===== src/rtl/matmul_output_accumulator.sv =====
// matmul_output_accumulator: gathers staggered main/proxy column results into a ROWS x COLS matrix and drains it row-major.
// Define OUTACC_SAT_EN to make every accumulate saturate to signed WORD_SIZE limits instead of wrapping.
module matmul_output_accumulator #(
    parameter int WORD_SIZE   = 16,
    parameter int ROWS        = 4,
    parameter int COLS        = 4,
    parameter int HOLD_CYCLES = 2,
    parameter int PROXY_HOLD  = 2
) (
    input  logic                        clk,
    input  logic                        rst,
    input  logic                        clear,
    input  logic [COLS*WORD_SIZE-1:0]   main_data,
    input  logic [COLS-1:0]             main_valid,
    input  logic [COLS*WORD_SIZE-1:0]   proxy_data,
    input  logic [COLS-1:0]             proxy_valid,
    output logic [COLS-1:0]             cols_done,
    output logic [COLS-1:0]             overflow,
    output logic                        busy,
    output logic [WORD_SIZE-1:0]        rd_data,
    output logic [$clog2(ROWS)-1:0]     rd_row,
    output logic [$clog2(COLS)-1:0]     rd_col,
    output logic                        rd_valid,
    input  logic                        rd_ready,
    output logic                        rd_last
);
    localparam int RW = $clog2(ROWS);
    localparam int CW = $clog2(COLS);
    localparam int NW = $clog2(ROWS + 1);
    localparam int HW = $clog2(HOLD_CYCLES + 1);
    localparam int PW = $clog2(PROXY_HOLD + 1);
`ifdef OUTACC_SAT_EN
    localparam int SW = WORD_SIZE + 2;
    localparam logic signed [SW-1:0] SMAX = {3'b000, {(WORD_SIZE-1){1'b1}}};
    localparam logic signed [SW-1:0] SMIN = {3'b111, {(WORD_SIZE-1){1'b0}}};
`endif

    typedef enum logic [1:0] {ACCUM, DRAIN, DONE} state_t;

    state_t               state, state_next;
    logic [WORD_SIZE-1:0] matrix   [ROWS][COLS];
    logic [WORD_SIZE-1:0] next_val [ROWS][COLS];
    logic [NW-1:0]        m_row [COLS];
    logic [NW-1:0]        p_row [COLS];
    logic [HW-1:0]        m_ph  [COLS];
    logic [PW-1:0]        p_ph  [COLS];
    logic [COLS-1:0]      m_acc, p_acc;
    logic [RW-1:0]        dr_row;
    logic [CW-1:0]        dr_col;

    // Same-row main+proxy is folded as one 3-operand sum so saturation happens once.
    function automatic logic [WORD_SIZE-1:0] fold(input logic [WORD_SIZE-1:0] a, b, d);
`ifdef OUTACC_SAT_EN
        logic signed [SW-1:0] s;
        s = $signed({{2{a[WORD_SIZE-1]}}, a}) + $signed({{2{b[WORD_SIZE-1]}}, b})
          + $signed({{2{d[WORD_SIZE-1]}}, d});
        return s > SMAX ? SMAX[WORD_SIZE-1:0] : s < SMIN ? SMIN[WORD_SIZE-1:0] : s[WORD_SIZE-1:0];
`else
        return a + b + d;
`endif
    endfunction

    always_comb begin
        for (int c = 0; c < COLS; c++) begin
            m_acc[c]     = state == ACCUM && main_valid[c] && m_ph[c] == '0;
            p_acc[c]     = state == ACCUM && proxy_valid[c] && p_ph[c] == '0;
            cols_done[c] = m_row[c] == NW'(ROWS);
        end
    end

    // Full counters never match a real row, so overflowing samples add nothing.
    always_comb begin
        for (int r = 0; r < ROWS; r++)
            for (int c = 0; c < COLS; c++)
                next_val[r][c] = fold(matrix[r][c],
                    m_acc[c] && m_row[c] == NW'(r) ? main_data[c*WORD_SIZE +: WORD_SIZE] : '0,
                    p_acc[c] && p_row[c] == NW'(r) ? proxy_data[c*WORD_SIZE +: WORD_SIZE] : '0);
    end

    always_comb begin
        busy       = state != DONE;
        rd_valid   = state == DRAIN;
        rd_last    = rd_valid && dr_row == RW'(ROWS - 1) && dr_col == CW'(COLS - 1);
        rd_data    = rd_valid ? matrix[dr_row][dr_col] : '0;
        rd_row     = rd_valid ? dr_row : '0;
        rd_col     = rd_valid ? dr_col : '0;
        state_next = state;
        if (state == ACCUM && &cols_done)
            state_next = DRAIN;
        else if (rd_last && rd_ready)
            state_next = DONE;
    end

    always_ff @(posedge clk) begin
        if (!rst || clear) begin
            state    <= ACCUM;
            dr_row   <= '0;
            dr_col   <= '0;
            overflow <= '0;
            for (int c = 0; c < COLS; c++) begin
                m_row[c] <= '0;
                p_row[c] <= '0;
                m_ph[c]  <= '0;
                p_ph[c]  <= '0;
                for (int r = 0; r < ROWS; r++)
                    matrix[r][c] <= '0;
            end
        end else begin
            state <= state_next;
            for (int c = 0; c < COLS; c++) begin
                m_ph[c] <= (!main_valid[c] || m_ph[c] == HW'(HOLD_CYCLES - 1)) ? '0 : m_ph[c] + 1'b1;
                p_ph[c] <= (!proxy_valid[c] || p_ph[c] == PW'(PROXY_HOLD - 1)) ? '0 : p_ph[c] + 1'b1;
                if (m_acc[c] && !cols_done[c])
                    m_row[c] <= m_row[c] + 1'b1;
                if (p_acc[c] && p_row[c] != NW'(ROWS))
                    p_row[c] <= p_row[c] + 1'b1;
                if ((m_acc[c] && cols_done[c]) || (p_acc[c] && p_row[c] == NW'(ROWS)))
                    overflow[c] <= 1'b1;
                for (int r = 0; r < ROWS; r++)
                    matrix[r][c] <= next_val[r][c];
            end
            if (state == ACCUM) begin
                dr_row <= '0;
                dr_col <= '0;
            end else if (rd_valid && rd_ready) begin
                dr_col <= dr_col == CW'(COLS - 1) ? '0 : dr_col + 1'b1;
                if (dr_col == CW'(COLS - 1))
                    dr_row <= dr_row + 1'b1;
            end
        end
    end
endmodule


===== config.mk =====
export PLATFORM = sky130hd
export DESIGN_NAME = matmul_output_accumulator
export DESIGN_NICKNAME = d
export VERILOG_FILES = /design/src/rtl/matmul_output_accumulator.sv
export SDC_FILE = /design/constraint.sdc
export NUM_CORES = 2
export LEC_CHECK = 0
export ABC_AREA = 1
export CORE_ASPECT_RATIO = 0.9
export CORE_MARGIN = 1.5
export CORE_UTILIZATION = 45
export DETAILED_ROUTE_END_ITERATION = 7
export GPL_TIMING_DRIVEN = 0
export PLACE_DENSITY = 0.66
export RECOVER_POWER = 25
export SYNTH_ARGS = -nofsm -noshare
export SYNTH_HDL_FRONTEND = slang
export SYNTH_SLANG_ARGS = --single-unit

===== constraint.sdc =====
create_clock -name clk -period 6.1 [get_ports clk]
set_input_delay 1.83 -clock clk [delete_from_list [all_inputs] [get_ports clk]]
set_output_delay 1.83 -clock clk [all_outputs]
set_load 0.01 [all_outputs]

Word-level counts from Yosys, hierarchy flattened --
Memory sizes are Yosys's and may differ from the RTL's. A register that Yosys moved wholly into a read port is not among the register bits. Index checks and enable logic that the tools add are counted.
Word-level totals: flip-flop bits (word level) 10, latch bits 0, memory bits (writable) 296, ROM bits 0, input bits 140, output and inout port bits 31, memories kept 5
Memories:
- matrix | words 4, bits a word 64, read ports 5, clocked after memory_dff 1, write ports 4, line 41 | logic [WORD_SIZE-1:0] matrix [ROWS][COLS];
- m_row | words 4, bits a word 3, read ports 4, clocked after memory_dff 0, write ports 4, line 43 | logic [NW-1:0] m_row [COLS];
- p_row | words 4, bits a word 3, read ports 4, clocked after memory_dff 0, write ports 4, line 44 | logic [NW-1:0] p_row [COLS];
- m_ph | words 4, bits a word 2, read ports 4, clocked after memory_dff 0, write ports 4, line 45 | logic [HW-1:0] m_ph [COLS];
- p_ph | words 4, bits a word 2, read ports 4, clocked after memory_dff 0, write ports 4, line 46 | logic [PW-1:0] p_ph [COLS];
Operators by class: add/subtract/negate cells 50, multipliers 0, divide/modulo/power cells 0, magnitude comparators 1, eq/ne operators 48, shift-type cells 0, muxes and demuxes 110, bitwise operators 33, reductions and logical operators 117
Operators with widths (number):
- two-way mux 16 bit | 51
- adder 16 bit | 32
- logical AND 1 bit | 69
- equality test 3 x 2 -> 1 bit (second input constant) | 16
- two-way mux 2 bit | 21
- binary-select mux 16 bit (select 2 bit) | 1
- bitwise OR 1 bit | 32
- two-way mux 1 bit | 29
- adder 3 x 1 -> 3 bit (second input constant) | 8
- equality test 3 x 1 -> 1 bit (second input constant) | 8
- equality test 3 bit (second input constant) | 8
- logical NOT 3 bit | 8
- two-way mux 3 bit | 8
- adder 2 x 1 -> 2 bit (second input constant) | 10
- equality test 2 x 1 -> 1 bit (second input constant) | 9
- logical NOT 2 bit | 9
- logical NOT 1 bit | 13
- logical OR 1 bit | 13
- != test 3 bit (second input constant) | 4
- equality test 2 bit (second input constant) | 2
- AND reduction 4 bit | 1
- OR reduction 2 bit | 2
- >= comparator 3 bit (second input constant) | 1
- inverter 2 -> 3 bit | 1
- other kinds (3) | 3

Logic depth before layout (Yosys ltp) --
word-level depth 8, gate-level depth with buffers 22, mapped depth without buffers 21

Least setup slack after synthesis --
OpenSTA, ideal clock, no wires.
kind input-to-reg, from in proxy_valid[2], to mem matrix[2][25] in the netlist's numbering, setup time 115 ps, arrival time 4405 ps, path slack 1580 ps, stages 15, path buffers 1, path through nand2_1 > nor2_8 > nand2_1 > nor2_2 > buf_2 > nand2_1 > fa_1 > inv_1 > ha_1 > nand2_1 > nor3_1 > nor2_1 > or2_2 > a21oi_1 > nor2_1
RTL lines:
- start: declaration | line 16 | input logic [COLS-1:0] proxy_valid,
- end: declaration | line 41

==> run_results.csv <==
group,metric,value,unit
layout,final_cell_area,0.0372,mm^2
floorplan,die_w,289,um
global_routing,grt_use_met3,7.88,%
sta,slew_viol_final,22,
cts,clock_sinks,308,
drt,drtAntennaViolNets,0,
cts,ctsRootBufferMaster,"clkbuf_16",
drt,drc,18,
setup_path,criticalPathCategory,"reg2out",
worst_hold_path,worst_hold_path.num_cells,1,
global_routing,antenna_found_initial,2,
layout,multi_input_area,0.0224,mm^2
setup_path,critPathMaxFanout,10,
place,port_buffers,164,
cts,clk_latency,0.61,ns
global_routing,track_usage,33.8,%
global_routing,use_met1,47.2,%
global_routing,grt_pass1_vias,31028,
sta,finalSetupViolations,0,
layout,seq_area,0.00641,mm^2
setup_path,reg2reg_depth,18,
synth,yosysWarnings,0,
cts,clkTransAtPathRegs,0.06,ns
pwr,p_seq_share,35.5,%
setup_path,cp.buffers_inverters,3,
cts,h-tree-depth,2,
global_routing,grt_start_max_net_pins,12,
setup_path,worst_path_largest_cell_delay,0.79,ns
synth,syn_area_per_cell,6.67,um^2
setup_path,r2r_end,"matrix[3][63]",
sta,fin_setup_tns,0,ns
pwr,p_per_area,163,mW/mm^2
drt,vias_per_cell,5.47,
setup_path,r2r_slack,1.36,ns
global_routing,grt_pass1_wl,189000,um
layout,nFillCells,7545,
pwr,p_leak,18.0,nW
pwr,swShare,33.5,%
drt,drtIter0Drc,3363,
floorplan,io_pins,171,
sta,hold_viol,0,
setup_path,crit_chain,"clkbuf_1, clkbuf_1, o21ai_0, nand3_1, nand3_1, a21oi_1, clkdlybuf4s50_1",
place,place_congestion,1.01,
synth,ys.flop_type,"dfxtp_1",
layout,layout_common_cells,"nand2_1, inv_1, nor2_1",
setup_path,endpoint_kind,"primary output",
pwr,p_total,6.08,mW
cts,cts_tree,"built",
pwr,clockPowerShare,42.4,%
setup_path,crit_family,"buffers and inverters",
drt,wl_per_cell,20.8,um
pwr,p_sw,2.04,mW
sta,skew,0.0280,ns
synth,async_flop_share,0,%
layout,fin_nets,5842,
worst_hold_path,holdPathEnd,"p_ph[2][0]",
floorplan,core_region_area,0.0729,mm^2
flow_run,maxCapViolCount,2,
layout,syn_to_final_growth,12.6,%
sta,fmax,168,MHz
sta,slew_headroom,-6.49,%
cts,clk_path_buf_depth,3,
synth,synth_area,0.0331,mm^2
synth,syn-num-nets,5633,
drt,drt_first_pass_iters,8,
pwr,p_int,4.04,mW
layout,drive_gt1_share,2.35,%
layout,layout_commonest_cell,"nand2_1",
floorplan,num_rows,94,
worst_hold_path,hold_start,"p_ph[2][0]",
synth,ys_seq_elements,308,
synth,yosysSeqAreaShare,19.4,%
place,hpwl,102000,um
setup_path,critPathRequiredTime,4.27,ns
worst_hold_path,hold_class,"reg2reg",
pwr,p_comb_share,22.1,%
global_routing,globalRouteOverflowTotal,0,
sta,worstMarginPinSlew,1.60,ns
synth,synthesis.instances,4955,
floorplan,initial_utilization,45.3,%
pwr,vdd_ir_drop_max,0.000203,V
sta,finalCritPeriodShare,97.6,%
global_routing,met2_usage,51.0,%
drt,dr_total_vias,33690,
setup_path,cp_slowest_cell,"clkbuf_1",
floorplan,dieHeight,260,um
setup_path,crit_path_start_kind,"register",
outcome,status,"finished with violations",
floorplan,die-area,0.0751,mm^2
global_routing,busiest_layer,"met2",
setup_path,timing.rr.start,"state[1]",
drt,drt_wl_total,128000,um
outcome,violations,"DRC, capacitance limit, slew limit",
cts,cts_inserted_buffers,43,
setup_path,worstPathArrival,4.13,ns
cts,cts-hold-fix-buffers,0,
synth,synth_edf_count,24,
cts,cts_resized,0,
sta,period_needed,5.96,ns
cts,postCtsSetupBuffers,0,
place,place_area,0.0359,mm^2
synth,ys_types,41,
sta,rsz0062_at_grt,"false",
==> synthesized netlist by cell type, types with 12 or more instances <==
cell,n,area share [%]
a21boi_0,12,0.27
a21o_1,34,0.77
a21oi_1,474,7.2
buf_1,13,0.15
buf_2,18,0.27
clkbuf_1,83,0.94
dfxtp_1,284,17
edfxtp_1,24,2.2
fa_1,256,16
ha_1,282,11
inv_1,973,11
nand2_1,1089,12
nand3_1,362,5.5
nand3b_1,30,0.68
nand4_1,34,0.64
nor2_1,494,5.6
nor2_4,13,0.44
nor3_1,29,0.44
o211ai_1,16,0.36
o21ai_0,304,4.6
o21bai_1,12,0.27
xnor2_1,33,0.87
xor2_1,16,0.42
==> flip-flops by register name (all words and copies together), names as in the netlist, named ones only <==
signal and flops:
dr_col 2, dr_row 2, m_ph 8, m_row 12, matrix 256, overflow 4, p_ph 8, p_row 12
state 2
==> power groups by stage <==
| stage | Sequential, mW | Combinational [mW] | Clock, mW |
|---|---|---|---|
| finish | 2.16 | 1.34 | 2.58 |
| detailed placement | 2.20 | 1.31 | 0 |
| floorplan | 2.18 | 0.828 | 0 |
| global placement | 2.20 | 1.30 | 0 |
| CTS | 2.16 | 1.32 | 2.60 |
| global route | 2.16 | 1.49 | 2.66 |
==> worst max-delay path by stage <==
stage / to / slack (ns) / cells after the start
after floorplan: matrix[2][25] / 1.58 / 15
after global placement: matrix[0][31] / 0.05 / 18
after detailed placement: matrix[0][31] / 0.04 / 18
after CTS: rd_data[10] / 0.37 / 7
after global routing: matrix[3][63] / 0.13 / 20
final: rd_data[13] / 0.14 / 7
==> worst reg2reg max path: stages (launching register included) <==
cell and delay, ns:
dfxtp_1 0.35, nor2_2 0.57, nand2_1 0.22, nor2_1 0.74, clkbuf_1 0.53, nand2_1 0.14, fa_1 0.51, inv_1 0.04
ha_1 0.33, nand2_1 0.16, inv_1 0.05, nand2_1 0.06, nand2_1 0.06, nor2_1 0.22, nor2_1 0.07, nor2_1 0.33
nand3_1 0.13, nand2_1 0.08, nor2_1 0.06
==> through the flow <==
stage                     cells  util (%)  hold slack (ns)  setup slack [ns]
after detailed placement   6079      49.2            0.436            0.0440
final                      6158      51.0            0.445             0.144
after global routing       6157      51.0            0.466             0.134
after CTS                  6157      51.1            0.445             0.370
after floorplan            4955         -            0.417              1.58
after global placement     6079      49.2            0.429            0.0521
==> logic make-up (layout without fill, tap and decap cells) <==
family | count (synthesis) | in the layout | synth area share [%]
buffers and inverters | 1103 | 1345 | 12.7
DFF | 308 | 308 | 19.4
adders and majority gates | 538 | 538 | 26.2
AOI/OAI and AO/OA | 871 | 871 | 13.9
xor gates and xnor gates | 49 | 49 | 1.30
and+or+nand+nor | 2086 | 2086 | 26.6
other | 0 | 1 | 0
==> cell type report <==
| cell class | instances | area share, % |
|---|---|---|
| Multi-Input combinational cell | 3544 | 60.2 |
| Sequential cell | 308 | 17.2 |
| Inverter | 981 | 9.89 |
| Timing Repair Buffer | 164 | 4.41 |
| Clock buffer | 71 | 3.50 |
| Tap cell | 960 | 3.23 |
| Buffer | 122 | 1.37 |
| Clock inverter | 7 | 0.168 |
| Antenna cell | 1 | 0.00672 |
==> per-layer routing <==
layer / routed length (um) / part of all wire (%) / vias to the layer above
li1: - / - / 16010
met1: 55300 / 43 / 15872
met2: 54200 / 42 / 1557
met3: 13800 / 11 / 244
met4: 4730 / 3.7 / 7
met5: 100 / 0.078 / -
Note: power is estimated with default switching activity, not from simulation.
